[src/rtl/sha_nonce_scheduler.sv]
// sha_nonce_scheduler: sequences one sha_hasher pipeline per work unit.
// Latches a unit, streams one nonce per cycle, drains, and queues hits.
// Ports: CLK/RST (sync, active-high); work_* valid/ready work intake;
//   abort cancels the unit; h_* drive the hasher, h_valid/h_time_in/
//   h_nonce_in are its results; res_* pop the hit FIFO head;
//   busy/done/overflow are status.
// Optional: define TIME_ROLL_EN to re-sweep the range with time+1,
//   up to ROLL_MAX times per unit, before draining.
module sha_nonce_scheduler #(
  parameter int PIPE_DEPTH = 64,
  parameter int RES_DEPTH  = 4,
  parameter int ROLL_MAX   = 15
) (
  input  logic         CLK,
  input  logic         RST,
  input  logic         work_valid,
  output logic         work_ready,
  input  logic [255:0] work_digest_initial,
  input  logic [255:0] work_digest_in,
  input  logic [31:0]  work_merkle,
  input  logic [31:0]  work_time,
  input  logic [31:0]  work_target,
  input  logic [31:0]  work_nonce_start,
  input  logic [31:0]  work_nonce_end,
  input  logic         abort,
  output logic         h_write_en,
  output logic [255:0] h_digest_initial,
  output logic [255:0] h_digest_in,
  output logic [31:0]  h_merkle,
  output logic [31:0]  h_time,
  output logic [31:0]  h_target,
  output logic [31:0]  h_nonce,
  input  logic         h_valid,
  input  logic [31:0]  h_time_in,
  input  logic [31:0]  h_nonce_in,
  output logic         res_valid,
  input  logic         res_ready,
  output logic [31:0]  res_time,
  output logic [31:0]  res_nonce,
  output logic         busy,
  output logic         done,
  output logic         overflow
);

  localparam logic [1:0] S_IDLE  = 2'd0;
  localparam logic [1:0] S_RUN   = 2'd1;
  localparam logic [1:0] S_DRAIN = 2'd2;

  localparam int CW = $clog2(PIPE_DEPTH + 1);
  localparam int AW = $clog2(RES_DEPTH);
  localparam int RW = $clog2(ROLL_MAX + 2);
`ifdef TIME_ROLL_EN
  localparam int ROLLS = ROLL_MAX;
`else
  localparam int ROLLS = 0;
`endif

  // Counter holds drain cycles left after the current one, so the
  // final drain cycle (cnt==0) lands PIPE_DEPTH cycles after the last
  // issue, i.e. on the cycle the last result leaves the hasher.
  localparam logic [CW-1:0] DRAIN_LOAD = CW'(PIPE_DEPTH - 1);

  logic [1:0]    state;
  logic [CW-1:0] cnt;
  logic          discard;
  logic [31:0]   nonce_start;
  logic [31:0]   nonce_end;
  logic [RW-1:0] roll_cnt;

  logic is_idle, is_run, is_drain;
  logic last_drain, accept, abort_go;
  logic run_step, drain_step;
  logic at_end, roll_ok;

  assign is_idle    = (state == S_IDLE);
  assign is_run     = (state == S_RUN);
  assign is_drain   = (state == S_DRAIN);
  assign last_drain = is_drain && (cnt == '0);

  // The final drain cycle already reports ready, so a new unit can be
  // taken there without an idle bubble (unless abort restarts a drain).
  assign work_ready = is_idle || (last_drain && !abort);
  assign accept     = work_valid && work_ready;
  assign abort_go   = abort && (is_run || is_drain);
  assign run_step   = is_run && !abort;
  assign drain_step = is_drain && !abort && !accept;

  assign at_end  = (h_nonce == nonce_end);
  assign roll_ok = (roll_cnt != RW'(ROLLS));

  assign h_write_en = is_run;
  assign busy       = !is_idle;
  assign done       = last_drain && !discard && !abort;

  always_ff @(posedge CLK) begin
    if (RST) begin
      state            <= S_IDLE;
      cnt              <= '0;
      discard          <= 1'b0;
      nonce_start      <= '0;
      nonce_end        <= '0;
      roll_cnt         <= '0;
      h_digest_initial <= '0;
      h_digest_in      <= '0;
      h_merkle         <= '0;
      h_time           <= '0;
      h_target         <= '0;
      h_nonce          <= '0;
    end else begin
      unique case (1'b1)
        accept: begin
          state            <= S_RUN;
          cnt              <= '0;
          discard          <= 1'b0;
          roll_cnt         <= '0;
          nonce_start      <= work_nonce_start;
          nonce_end        <= work_nonce_end;
          h_digest_initial <= work_digest_initial;
          h_digest_in      <= work_digest_in;
          h_merkle         <= work_merkle;
          h_time           <= work_time;
          h_target         <= work_target;
          h_nonce          <= work_nonce_start;
        end
        abort_go: begin
          state   <= S_DRAIN;
          discard <= 1'b1;
          cnt     <= DRAIN_LOAD;
        end
        run_step: begin
          if (!at_end) begin
            h_nonce <= h_nonce + 32'd1;
          end else if (roll_ok) begin
            h_nonce  <= nonce_start;
            h_time   <= h_time + 32'd1;
            roll_cnt <= roll_cnt + RW'(1);
          end else begin
            state <= S_DRAIN;
            cnt   <= DRAIN_LOAD;
          end
        end
        drain_step: begin
          if (cnt == '0) begin
            state   <= S_IDLE;
            discard <= 1'b0;
          end else begin
            cnt <= cnt - CW'(1);
          end
        end
        default: ;
      endcase
    end
  end

  logic [63:0]   mem [RES_DEPTH];
  logic [AW-1:0] rd_ptr;
  logic [AW-1:0] wr_ptr;
  logic [AW:0]   count;
  logic          full, hit, push, pop;

  assign res_valid = (count != '0);
  assign full      = (count == (AW+1)'(RES_DEPTH));
  assign pop       = res_valid && res_ready;
  assign hit       = h_valid && !discard;
  // A pop in the same cycle frees the slot for a push into a full FIFO.
  assign push      = hit && (!full || pop);

  assign res_time  = res_valid ? mem[rd_ptr][63:32] : 32'd0;
  assign res_nonce = res_valid ? mem[rd_ptr][31:0]  : 32'd0;

  always_ff @(posedge CLK) begin
    if (push) begin
      mem[wr_ptr] <= {h_time_in, h_nonce_in};
    end
  end

  always_ff @(posedge CLK) begin
    if (RST) begin
      rd_ptr   <= '0;
      wr_ptr   <= '0;
      count    <= '0;
      overflow <= 1'b0;
    end else begin
      if (push) begin
        wr_ptr <= wr_ptr + AW'(1);
      end
      if (pop) begin
        rd_ptr <= rd_ptr + AW'(1);
      end
      count <= count + (AW+1)'(push) - (AW+1)'(pop);
      if (hit && !push) begin
        overflow <= 1'b1;
      end
    end
  end

endmodule

[config.mk]
export PLATFORM = sky130hd
export DESIGN_NAME = sha_nonce_scheduler
export DESIGN_NICKNAME = d
export VERILOG_FILES = /design/src/rtl/sha_nonce_scheduler.sv
export SDC_FILE = /design/constraint.sdc
export NUM_CORES = 2
export LEC_CHECK = 0
export BUFFER_PORTS_ARGS = -buffer_cell sky130_fd_sc_hd__buf_2
export CORE_AREA = 5 5 556 558
export CTS_BUF_LIST = sky130_fd_sc_hd__clkbuf_8
export DETAILED_ROUTE_END_ITERATION = 7
export DIE_AREA = 0 0 561 563
export PLACE_DENSITY = 0.3
export SETUP_SLACK_MARGIN = 0.1
export SLEW_MARGIN = 20
export SYNTH_ARGS = -nofsm -noshare
export SYNTH_HDL_FRONTEND = slang
export SYNTH_SLANG_ARGS = --single-unit
[constraint.sdc]
create_clock -name CLK -period 5.1 [get_ports CLK]
set_input_delay 1.02 -clock CLK [delete_from_list [all_inputs] [get_ports CLK]]
set_output_delay 1.02 -clock CLK [all_outputs]
set_load 0.1 [all_outputs]
==> results.sh <==
export IMPL_status="finished clean"
export IMPL_hold_path_class="in -> reg"
export IMPL_synth_most_common_cell="nand2_1"
export IMPL_cts_root_buffer="clkbuf_8"
export IMPL_leakage_nw=22.4
export IMPL_drive_above_1_share_pct=34.4
export IMPL_tns_ns=0
export IMPL_routed_via_count=36600
export IMPL_clock_path_buffers=4
export IMPL_cts_tree="yes"
export IMPL_die_h_um=563
export IMPL_maxSlewHeadroom_pct=24.0
export IMPL_port_buffers=1451
export IMPL_timing_fmax_mhz=241
export IMPL_synthToLayoutAreaGrowth_pct=42.7
export IMPL_grt_pass1_vias=36400
export IMPL_arrival_ns=3.14
export IMPL_synth_largest_area_cell="dfxtp_1"
export IMPL_initial_core_util_pct=12.4
export IMPL_worst_pin_slew_ns=1.14
export IMPL_drc=0
export IMPL_multi_input_area_um2=13900
export IMPL_rsz0062_at_grt="false"
export IMPL_die_w_um=561
export IMPL_htreeDepth=4
export IMPL_postRouteAntennaNets=0
export IMPL_ys_top_cells_by_count="nand2_1, dfxtp_1, a21oi_1"
export IMPL_wl_per_cell_um=27.2
export IMPL_drv_slew=0
export IMPL_crit_path_start_kind="register"
export IMPL_synth_area_um2=37800
export IMPL_crit_fanout=31
export IMPL_viasPerCell=3.79
export IMPL_cts_resized=0
export IMPL_yosys_area_top_type_share_pct=38.6
export IMPL_overflow=0
export IMPL_cp_end_kind="primary output"
export IMPL_hold_viol=0
export IMPL_power_density_nw_per_um2=670
export IMPL_cts_buffers=208
export IMPL_row_count=203
export IMPL_clk_insertion_delay_late_ns=1.00
export IMPL_cap_violations=0
export IMPL_syn_inst=3986
export IMPL_grt_max_degree=154
export IMPL_yosysSeqAreaShare_pct=58.9
export IMPL_avgSynthCellArea_um2=9.49
export IMPL_finClkSkew_ns=0.102
export IMPL_gp_congestion=0.898
export IMPL_post_cts_buffers=0
export IMPL_min_period_over_period_pct=81.5
export IMPL_synth_ff_type="dfxtp_1"
export IMPL_required_ns=4.08
export IMPL_design_die_area_um2=316000
export IMPL_fill_cells=34500
export IMPL_clkSinkCount=985
export IMPL_synthArstFlopShare_pct=0
export IMPL_core_area_um2=304000
export IMPL_grt_usage_pct=15.7
export IMPL_ioPinCount=1452
export IMPL_cts_clk_slew_worst_paths_ns=0.06
export IMPL_regToRegSetupSlack_ns=1.54
export IMPL_antenna_found_initial=228
export IMPL_synth_area_leaders="dfxtp_1, edfxtp_1, nand2_1"
export IMPL_timing_hold_ws_ns=0.260
export IMPL_first_pass_iters=5
export IMPL_drt_iter0_drc=2479
export IMPL_ys_types=79
export IMPL_critPathKind="reg -> out"
export IMPL_yosysWarnings=0
export IMPL_peakVddDrop_mv=0.273
export IMPL_nets=6197
export IMPL_grt_pass1_wl_mm=341
export IMPL_regArea_um2=22300
export IMPL_holdBufCountCts=0
export IMPL_drt_total_wl_mm=262
export IMPL_syn_nets=4744
export IMPL_fin_crit_ns=4.16
export IMPL_setup_viol=0
export IMPL_ys_ff_latch=985
export IMPL_synth_edff_count=256
export IMPL_dp_hpwl_mm=211
## sequential cells by signal (all words and copies together), names as in the netlist, named ones only
register	cells
rd_ptr	2
h_target	32
count	3
h_time	32
mem	256
h_digest_in	256
state	2
nonce_start	32
overflow	1
h_nonce	32
h_merkle	32
wr_ptr	2
cnt	7
h_digest_initial	256
discard	1
roll_cnt	5
nonce_end	32
## cell type report
cell class                      count  area share [%]
Antenna cell                       44           0.204
Clock buffer                      257            6.55
Clock inverter                    113            1.35
Inverter                           36           0.250
Multi-Input combinational cell   2673            25.8
Sequential cell                   985            41.3
Tap cell                         3997            9.27
Timing Repair Buffer             1535            15.3
## where the power goes
group	internal (mW)	switching (mW)	leakage [nW]
logic	2.89	14.0	11.5
registers	9.37	0.923	8.33
clock network	4.89	4.04	2.47
## cells by family (layout without fill, tap and decap cells)
| group | after synthesis | after routing | synth area share, % |
|---|---|---|---|
| buffers and inverters | 328 | 1941 | 4.50 |
| xor gates and xnor gates | 46 | 46 | 1.07 |
| and+or+nand+nor | 1666 | 1666 | 18.1 |
| other | 0 | 44 | 0 |
| muxes | 73 | 73 | 4.05 |
| DFF | 985 | 985 | 58.9 |
| adders and majority gates | 16 | 16 | 0.549 |
| AOI/OAI and AO/OA | 872 | 872 | 12.9 |
## per-layer routing
layer	global-route usage, %	vias to the layer above	wire (um)
met2	27.3	1699	127000
met1	16.6	17600	92500
met4	4.35	108	8530
met3	8.27	575	33400
met5	0	-	678
li1	-	16600	-
## layout by cell type (no fill, tap or decap), types with 14 or more instances in the layout
cell type,count
dfxtp_1,727
xor2_1,38
inv_1,112
buf_2,1450
edfxtp_1,256
nor2_1,96
mux4_2,64
diode_2,44
o22ai_1,20
nor3_1,25
nand2_1,1342
nor4_1,24
a21oi_1,692
ha_1,15
clkbuf_8,257
buf_4,56
o21ai_0,42
and2_1,73
nand4_1,19
buf_12,26
nand3_1,25
clkinv_2,14
## critical path, cell delays in order, from the launching register on
cell,delay [ns]
dfxtp_4,0.71
buf_12,0.35
mux4_2,0.53
and2_1,0.23
buf_2,0.32
## stage by stage
step	power, mW	util, %	cells	instance area, um^2	setup WS [ns]
2_1_floorplan	23.1	-	3986	37800	1.25
3_3_place_gp	27.6	16.3	9224	49500	1.43
3_5_place_dp	27.7	16.3	9226	49600	1.43
4_1_cts	37.0	17.7	9596	53900	0.660
5_1_grt	37.9	17.7	9610	53900	0.658
6_report	36.1	17.8	9640	54000	0.942
## worst paths after layout
check                                        to                          startpoint  cells past startpoint
max reg2reg             h_time[12]$_SDFFE_PP0P_            h_nonce[24]$_SDFFE_PP0P_                      8
max                                res_time[16]                            register                      4
min            h_digest_initial[0]$_SDFFE_PP0P_              work_digest_initial[0]                      3
min reg2reg  h_digest_initial[219]$_SDFFE_PP0P_  h_digest_initial[219]$_SDFFE_PP0P_                      2
Note: power is estimated with default switching activity, not from simulation.
